### src/rtl/ram_arb_pkg.sv
// Shared types for the RAM arbiter: FSM state encoding, the registered RAM
// command bundle and a one-hot to index helper used by the round-robin pointer.
package ram_arb_pkg;

  // Default byte address width; the arbiter's ADDRESS_WIDTH must equal it
  localparam int RAM_ARB_ADDR_W = 16;

  typedef enum logic [1:0] {
    IDLE   = 2'd0,
    BUSY   = 2'd1,
    LOCKED = 2'd2
  } arb_state_t;

  typedef struct packed {
    logic [RAM_ARB_ADDR_W-1:0] address;
    logic                      rd;
    logic                      wr;
    logic [3:0]                byte_enable;
    logic [31:0]               data_wr;
  } ram_cmd_t;

  // Index of the set bit in a one-hot vector of up to 8 requesters
  function automatic int onehot_index(input logic [7:0] onehot);
    int idx;
    idx = 0;
    for (int k = 0; k < 8; k++) begin
      idx = onehot[k] ? k : idx;
    end
    return idx;
  endfunction

endpackage

### src/rtl/ram_arbiter_picker.sv
// Combinational winner selection for the RAM arbiter.
// With RAM_ARB_RR_EN defined the search starts one past the pointer
// (round-robin); otherwise the lowest active index wins.
module arb_picker
  import ram_arb_pkg::*;
#(
  parameter int NUM_REQ = 2
) (
  input  logic [NUM_REQ-1:0] active,
`ifdef RAM_ARB_RR_EN
  input  logic [((NUM_REQ > 1) ? $clog2(NUM_REQ) : 1)-1:0] ptr,
`endif
  output logic [NUM_REQ-1:0] winner
);

`ifdef RAM_ARB_RR_EN
  int   best_s;
  int   win_s;
  int   dist_s;
  logic take_s;
  logic found_s;

  // Pick the active requester with the smallest rotated distance from ptr+1
  always_comb begin
    best_s  = NUM_REQ;
    win_s   = 0;
    dist_s  = 0;
    take_s  = 1'b0;
    winner  = '0;
    for (int i = 0; i < NUM_REQ; i++) begin
      dist_s = (i + NUM_REQ - 1 - int'(ptr)) % NUM_REQ;
      take_s = active[i] && (dist_s < best_s);
      best_s = take_s ? dist_s : best_s;
      win_s  = take_s ? i : win_s;
    end
    found_s = (best_s < NUM_REQ);
    for (int i = 0; i < NUM_REQ; i++) begin
      winner[i] = found_s && (win_s == i);
    end
  end
`else
  // Isolate the lowest set bit of the active vector
  always_comb begin
    winner = active & (~active + {{(NUM_REQ-1){1'b0}}, 1'b1});
  end
`endif

endmodule

### src/rtl/ram_arbiter.sv
// ram_arbiter: shares one RAM port between NUM_REQ cache-side requesters,
// one outstanding transaction at a time, with a per-requester lock that keeps
// the grant across a burst. Define RAM_ARB_RR_EN for round-robin selection;
// the default build uses fixed priority (lowest index wins).
module ram_arbiter
  import ram_arb_pkg::*;
#(
  parameter int ADDRESS_WIDTH = RAM_ARB_ADDR_W,
  parameter int NUM_REQ       = 2
) (
  input  logic                                   clk,
  input  logic                                   rst,
  input  logic [NUM_REQ-1:0][ADDRESS_WIDTH-1:0]  req_address,
  input  logic [NUM_REQ-1:0]                     req_rd,
  input  logic [NUM_REQ-1:0]                     req_wr,
  input  logic [NUM_REQ-1:0][3:0]                req_byte_enable,
  input  logic [NUM_REQ-1:0][31:0]               req_data_wr,
  input  logic [NUM_REQ-1:0]                     req_lock,
  output logic [NUM_REQ-1:0]                     req_ready,
  output logic [31:0]                            req_data_rd,
  output logic [NUM_REQ-1:0]                     grant,
  output logic [ADDRESS_WIDTH-1:0]               ram_address,
  output logic                                   ram_rd,
  output logic                                   ram_wr,
  output logic [3:0]                             ram_byte_enable,
  output logic [31:0]                            ram_data_wr,
  input  logic [31:0]                            ram_data_rd,
  input  logic                                   ram_ready
);

  arb_state_t         state_r;
  arb_state_t         state_s;
  logic [NUM_REQ-1:0] grant_r;
  logic [NUM_REQ-1:0] grant_s;
  logic [NUM_REQ-1:0] active_s;
  logic [NUM_REQ-1:0] pick_s;
  logic [NUM_REQ-1:0] sel_s;
  logic               owner_active_s;
  logic               owner_lock_s;
  ram_cmd_t           cmd_r;
  ram_cmd_t           cmd_s;
  ram_cmd_t           sel_cmd_s;

  assign active_s       = req_rd | req_wr;
  assign owner_active_s = |(active_s & grant_r);
  assign owner_lock_s   = |(req_lock & grant_r);

`ifdef RAM_ARB_RR_EN
  localparam int PTR_W = (NUM_REQ > 1) ? $clog2(NUM_REQ) : 1;

  logic [PTR_W-1:0] ptr_r;
  logic             take_s;

  assign take_s = (state_r == IDLE) && (|active_s);

  // Remember the last requester granted from IDLE; reset makes requester 0 first
  always_ff @(posedge clk or posedge rst) begin
    if (rst) begin
      ptr_r <= PTR_W'(NUM_REQ - 1);
    end else if (take_s) begin
      ptr_r <= PTR_W'(onehot_index(8'(pick_s)));
    end
  end

  arb_picker #(.NUM_REQ(NUM_REQ)) u_picker (
    .active (active_s),
    .ptr    (ptr_r),
    .winner (pick_s)
  );
`else
  arb_picker #(.NUM_REQ(NUM_REQ)) u_picker (
    .active (active_s),
    .winner (pick_s)
  );
`endif

  // Mux the selected requester's command; a write wins over a simultaneous read
  always_comb begin
    if (state_r == LOCKED) begin
      sel_s = grant_r;
    end else begin
      sel_s = pick_s;
    end
    sel_cmd_s = '0;
    for (int i = 0; i < NUM_REQ; i++) begin
      sel_cmd_s.address     = sel_cmd_s.address     | (req_address[i]     & {ADDRESS_WIDTH{sel_s[i]}});
      sel_cmd_s.byte_enable = sel_cmd_s.byte_enable | (req_byte_enable[i] & {4{sel_s[i]}});
      sel_cmd_s.data_wr     = sel_cmd_s.data_wr     | (req_data_wr[i]     & {32{sel_s[i]}});
      sel_cmd_s.rd          = sel_cmd_s.rd          | (req_rd[i] & sel_s[i]);
      sel_cmd_s.wr          = sel_cmd_s.wr          | (req_wr[i] & sel_s[i]);
    end
    sel_cmd_s.rd = sel_cmd_s.rd & ~sel_cmd_s.wr;
  end

  // Next state, next grant and next RAM command
  always_comb begin
    state_s = state_r;
    grant_s = grant_r;
    cmd_s   = cmd_r;
    case (state_r)
      IDLE: begin
        if (|active_s) begin
          grant_s = pick_s;
          cmd_s   = sel_cmd_s;
          state_s = BUSY;
        end else begin
          grant_s = '0;
        end
      end
      BUSY: begin
        if (ram_ready) begin
          cmd_s.rd = 1'b0;
          cmd_s.wr = 1'b0;
          if (owner_lock_s) begin
            state_s = LOCKED;
          end else begin
            state_s = IDLE;
            grant_s = '0;
          end
        end else begin
          state_s = BUSY;
        end
      end
      LOCKED: begin
        if (owner_active_s) begin
          cmd_s   = sel_cmd_s;
          state_s = BUSY;
        end else if (!owner_lock_s) begin
          state_s = IDLE;
          grant_s = '0;
        end else begin
          state_s = LOCKED;
        end
      end
      default: begin
        state_s = IDLE;
        grant_s = '0;
        cmd_s   = '0;
      end
    endcase
  end

  // State, grant and RAM command registers; reset abandons any outstanding access
  always_ff @(posedge clk or posedge rst) begin
    if (rst) begin
      state_r <= IDLE;
      grant_r <= '0;
      cmd_r   <= '0;
    end else begin
      state_r <= state_s;
      grant_r <= grant_s;
      cmd_r   <= cmd_s;
    end
  end

  // Completion pulse to the owner only while a command is outstanding
  always_comb begin
    if ((state_r == BUSY) && ram_ready) begin
      req_ready = grant_r;
    end else begin
      req_ready = '0;
    end
  end

  assign req_data_rd     = ram_data_rd;
  assign grant           = grant_r;
  assign ram_address     = cmd_r.address;
  assign ram_rd          = cmd_r.rd;
  assign ram_wr          = cmd_r.wr;
  assign ram_byte_enable = cmd_r.byte_enable;
  assign ram_data_wr     = cmd_r.data_wr;

endmodule

### config.mk
export PLATFORM = sky130hd
export DESIGN_NAME = ram_arbiter
export DESIGN_NICKNAME = d
export VERILOG_FILES = /design/src/rtl/ram_arb_pkg.sv /design/src/rtl/ram_arbiter_picker.sv /design/src/rtl/ram_arbiter.sv
export SDC_FILE = /design/constraint.sdc
export NUM_CORES = 1
export LEC_CHECK = 0
export CORE_MARGIN = 2
export CORE_UTILIZATION = 30
export CTS_CLUSTER_SIZE = 12
export DETAILED_ROUTE_END_ITERATION = 7
export GPL_ROUTABILITY_DRIVEN = 0
export PLACE_DENSITY_LB_ADDON = 0.05
export SYNTH_ARGS = -nofsm -noshare
export SYNTH_HDL_FRONTEND = slang
export SYNTH_SLANG_ARGS = --single-unit
### constraint.sdc
create_clock -name clk -period 3.9 [get_ports clk]
set_clock_uncertainty 0.2 [all_clocks]
set_input_delay 0.78 -clock clk [delete_from_list [all_inputs] [get_ports clk]]
set_output_delay 0.78 -clock clk [all_outputs]
set_load 0.02 [all_outputs]
# Word level (Yosys, flattened, before mapping)
# Cells that the tools add are included.
[totals]
out_inout_bits = 90
register_bits = 58
word_cells = 63
inputBits = 145
[op_classes]
addsub = 1
n_bitwise = 23
n_reduce_logical = 8
n_eq_ne = 6
mux = 18
[ops]
columns = ["operator", "n"]
rows = [
  ["54-bit 2-to-1 mux", 2],
  ["36-bit one-hot mux with 3 select lines", 1],
  ["32-bit AND", 2],
  ["16-bit one-hot mux with 3 select lines", 1],
  ["16-bit AND", 2],
  ["32-bit bitwise OR", 1],
  ["2-bit 2-to-1 mux", 11],
  ["2-bit one-hot mux with 3 select lines", 3],
  ["16-bit bitwise OR", 1],
  ["4-bit AND", 2],
  ["2-bit inequality test (second input constant)", 4],
  ["2-bit AND", 3],
  ["3-bit AND reduction", 2],
  ["2-bit OR reduction", 3],
  ["1-bit AND", 5],
  ["4-bit bitwise OR", 1],
  ["2-bit by 1-bit adder with 2-bit output (second input constant)", 1],
  ["2-bit by 1-bit equality test with 1-bit output (second input constant)", 1],
  ["2-bit equality test (second input constant)", 1],
  ["2-bit logical NOT", 1],
  ["1-bit NOT", 2],
  ["2-bit NOT", 1],
  ["1-bit bitwise OR", 2],
  ["2-bit bitwise OR", 1],
  ["2 further kinds", 2],
]

# Logic depth before layout (Yosys ltp)
[logic_depth]
ltp_word = 11
ltp_mapped = 8
mapped_depth_nobuf = 6

# By module
# A second synthesis with hierarchy kept.
[unflattened]
cells_unflattened = 314
area_unflattened_um2 = 3588.4
[modules_own_cells]
columns = ["mod", "cells_each", "seq_area_each_um2", "area_per_inst_um2", "instances"]
rows = [
  ["ram_arbiter", 312, 1451.4, 3567.2, 1],
  ["arb_picker", 2, 0.0, 21.3, 1],
]

# Least setup slack after synthesis
# Ideal clock, no wire load.
[synth_timing]
kind = "input -> register"
start = "input port req_wr[1]"
end = "register cmd_r (netlist bit ram_address[0])"
t_required_ns = 3.574
path_buffers = 1
slack_ns = 1.872
setup_time_ns = 0.126
arrival_ns = 1.703
cell_stages = 5
path_cell_list = "nor2_1 > nand3_2 > nand3_2 > buf_2 > o2bb2ai_2"
[synth_between]
elab_chain_cells = 9
elab_cells_between_ends = 16
cone_classes = "add/sub (1); eq/ne (2); mux (4); bitwise (6); reduce/logical (3)"
[synth_rtl]
columns = ["item", "line", "source"]
rows = [
  ["start, declared", "ram_arbiter.sv:15", "input logic [NUM_REQ-1:0] req_wr,"],
  ["2-bit bitwise OR *", "ram_arbiter.sv:44", "assign active_s = req_rd | req_wr;"],
  ["2-bit NOT", "ram_arbiter_picker.sv:44", "winner = active & (~active + {{(NUM_REQ-1){1'b0}}, 1'b1});"],
  ["2-bit by 1-bit adder with 2-bit output", "ram_arbiter_picker.sv:44", ""],
  ["2-bit AND", "ram_arbiter_picker.sv:44", ""],
  ["2-bit 2-to-1 mux", "ram_arbiter.sv:79", "if (state_r == LOCKED) begin"],
  ["16-bit AND", "ram_arbiter.sv:86", "sel_cmd_s.address = sel_cmd_s.address | (req_address[i] & {ADDRESS_WIDTH{sel_s[i]}});"],
  ["16-bit bitwise OR", "ram_arbiter.sv:86", ""],
  ["54-bit 2-to-1 mux, on equally long branches", "ram_arbiter.sv:125, ram_arbiter.sv:102", ""],
  ["16-bit one-hot mux with 3 select lines", "ram_arbiter.sv:100", "case (state_r)"],
  ["end signal, assigned", "ram_arbiter.sv:152", "cmd_r <= cmd_s;"],
  ["end, declared", "ram_arbiter.sv:40", "ram_cmd_t cmd_r;"],
]
# Mark *: on every way between the ends. The rest lies on a longest branch, timed or not. The select of a mux whose other input is x is not followed.
# A chain may end at the register's enable or synchronous reset.

# Worst setup path in the final report
[layout_timing]
start = "input port ram_ready"
end = "output port req_ready[0]"
[layout_between]
elab_chain_cells = 2
[layout_rtl]
columns = ["item", "line", "source"]
rows = [
  ["start, declared", "ram_arbiter.sv:28", "input logic ram_ready"],
  ["1-bit logical AND", "ram_arbiter.sv:158", "if ((state_r == BUSY) && ram_ready) begin"],
  ["2-bit 2-to-1 mux", "ram_arbiter.sv:158", ""],
  ["end, declared", "ram_arbiter.sv:19", "output logic [NUM_REQ-1:0] req_ready,"],
]
# No other way between the ends.

==> metrics.csv <==
stage;metric;value;unit
outcome;outcome;finished clean;
die;Core ar.;0.0110;mm^2
clock_network;# Post-CTS Setup Buffers;0;
logic_synthesis;top cell type's share of synthesized area;42.6;%
die;Initial Util;31.1;%
layout;Final Cell Area;0.00519;mm^2
die;Die X;111;um
critical_path;Critical Path AT;2.08;ns
hold_path;Hold Path Depth;1;
power;clock share of power;21.6;%
hold_path;Hold EP;ram_data_wr[16];
hold_path;hold crit path type;flip-flop to flip-flop;
critical_path;Worst R2R Setup Slack;1.44;ns
placement;dpl cell area;0.00493;mm^2
logic_synthesis;FFs w/ async S/R, synth;100;%
logic_synthesis;Mapped Cells;266;
clock_network;# clock sinks;58;
logic_synthesis;Syn Nets;415;
detailed_routing;via count;2702;
grt;largest net degree at the start of global routing;59;
logic_synthesis;Area contributors post-synth;dfrtp_1, o2bb2ai_2, a22oi_1;
power;PwrDens;635;mW/mm^2
die;boundary pin count;235;
power;Seq pwr share;28.5;%
clock_network;clk_lat worst skew;0.32;ns
critical_path;reg2reg path depth;6;
clock_network;post-cts sizing count;0;
clock_network;CTS HTree Levels;3;
clock_network;clock buffer depth;2;
critical_path;Max FO, Critical Path;4;
power;Gate power share;49.9;%
logic_synthesis;Mean Syn Cell Area;12.8;um^2
clock_network;CTS Hold Bufs;0;
job;max-cap violations;0;
detailed_routing;DR DRC count;0;
power;sw frac;38.3;%
logic_synthesis;most common library cells after synthesis;dfrtp_1, a22oi_1, o2bb2ai_2;
sta;final hold viol count;0;
clock_network;Num CTS Buffers;9;
detailed_routing;Avg WL per Cell;18.5;um
detailed_routing;starting DRC count in detailed routing;95;
layout;Nets;550;
layout;Area Growth Syn to Fin;52.3;%
grt;antenna violations before repair;0;
clock_network;clk slew on worst S/H paths;0.05;ns
sta;Final Max Tran Viols;0;
sta;total negative setup slack;0;ns
critical_path;FF-to-FF End;ram_address[7];
critical_path;Crit. End Element;output pin;
critical_path;startpoint types;input port;
logic_synthesis;EDFF count, synth;0;
layout;layout cells sized above 1;19.4;%
hold_path;Worst Min Path Start;ram_data_wr[16];
sta;min Tclk post-route;3.06;ns
sta;Worst slew margin;48.8;%
sta;Slew @ Worst Pin;0.768;ns
grt;total gr overflow;0;
detailed_routing;vias per std cell;4.98;
logic_synthesis;post-synthesis sequential area ratio;42.6;%
detailed_routing;Pre-Repair DR Iteration Count;4;
power;Pleak;2.04;nW
logic_synthesis;Synth Register Bits;58;
power;Internal;0.00203;W
logic_synthesis;cell taking the most area after synthesis;dfrtp_1;
grt;vias in the first global route;3021;
critical_path;Worst R2R Start;state_r[0];
logic_synthesis;Netlist cell types;34;
die;Row Count;38;
placement;I/O Buffers;170;
placement;hpwl dp;7130;um
critical_path;Setup CP Type;input port to output pin;
die;Die ar.;0.0122;mm^2
logic_synthesis;ys flop type;dfrtp_1;
sta;Final Cycle Share;78.4;%
logic_synthesis;mapped cell area;0.00341;mm^2
grt;first-pass GRT wire length;16300;um
sta;Highest Clock Rate;0.327;GHz
power;Switch Pwr;0.00126;W
layout;antenna fix cells;0;
logic_synthesis;count leader, synth;dfrtp_1;
layout;Fill cells;1041;
detailed_routing;WL final;10100;um
critical_path;WP data required;2.92;ns
detailed_routing;remaining antenna violation count after routing;0;
grt;Global Route Usage Sum;16.9;%
clock_network;clock root buffer;clkbuf_16;
die;die height;111;um
sta;RSZ-0062 raised after global routing;false;
clock_network;CTS tree;yes;
power;Max VDD drop;0.272;mV
logic_synthesis;Synthesis Warnings;0;
sta;setup violators final;0;
-- cell type report --
type / instances / area [um^2] / area share [%]
Clock buffer: 13 / 260 / 5.01
Multi-Input combinational cell: 150 / 1520 / 29.3
Sequential cell: 58 / 1450 / 27.9
Timing Repair Buffer: 177 / 1770 / 34.0
Tap cell: 140 / 175 / 3.37
Inverter: 5 / 18.8 / 0.361
-- per-layer routing --
metal	up-vias	share of wire [%]	track usage [%]
met1	1321	40	19.3
met4	0	3.0	7.50
li1	1269	-	-
met2	76	52	29.8
met5	-	0	0
met3	36	4.5	3.95
-- flip-flops by register name, indices dropped and copies added (netlist names) --
register and count:
state_r 2, ram_rd 1, ram_byte_enable 4, ram_data_wr 32, ram_wr 1, ram_address 16, grant 2
-- worst max-delay path, stage by stage --
cell,delay (ns)
clkdlybuf4s50_1,0.52
and3_1,0.18
clkdlybuf4s50_1,0.60
-- stage by stage --
stage | hold slack, ns | std cells | utilization, % | power [W] | setup slack [ns]
3_3_place_gp | 0.276 | 530 | 44.9 | 0.00260 | 0.813
4_1_cts | 0.293 | 543 | 47.3 | 0.00335 | 0.828
2_1_floorplan | 0.385 | 266 | - | 0.00201 | 1.49
3_5_place_dp | 0.279 | 530 | 44.9 | 0.00262 | 0.747
6_report | 0.294 | 543 | 47.3 | 0.00330 | 0.841
5_1_grt | 0.311 | 543 | 47.3 | 0.00348 | 0.781
-- how the worst max path moves through the flow --
stage | start | depth (start not counted) | slack [ns] | to
after floorplan | rst | 1 | 1.49 | grant[0]
after global placement | req_wr[0] | 6 | 0.81 | ram_address[9]
after detailed placement | req_wr[0] | 6 | 0.75 | ram_address[4]
after CTS | ram_ready | 3 | 0.83 | req_ready[0]
after global routing | ram_ready | 3 | 0.78 | req_ready[0]
final | ram_ready | 3 | 0.84 | req_ready[0]
-- kinds of logic (layout without fill, tap and decap cells) --
kind of cell / count (synthesis) / count (layout) / synth area share [%]
compound gates: 114 / 114 / 36.8
fa+ha+maj: 4 / 4 / 1.47
buf+inv: 58 / 195 / 13.4
flops: 58 / 58 / 42.6
mux: 3 / 3 / 0.954
simple gates: 29 / 29 / 4.81
-- power groups by stage --
stage	registers, W	logic [W]	clock network (W)
after floorplan	0.00115	0.000865	0
after global placement	0.000946	0.00166	0
after detailed placement	0.000942	0.00168	0
after CTS	0.000941	0.00168	0.000729
after global routing	0.000964	0.00176	0.000757
final	0.000939	0.00165	0.000712
-- layout by cell type, fill, tap and decap left out, types with 2 or more instances in the layout --
master	netlist	final
o2bb2ai_1	3	3
nand2_1	6	6
nand3_1	3	3
clkbuf_16	0	9
ha_1	4	4
and3_1	2	2
nor2b_1	2	2
buf_4	36	6
nor2_1	6	6
clkdlybuf4s50_1	0	170
a22oi_1	52	52
o2bb2ai_2	50	50
dfrtp_1	58	58
clkbuf_1	0	2
mux2_2	2	2
inv_1	5	4
clkbuf_8	5	2
o21ai_0	3	3
(Power assumes the default switching activity.)
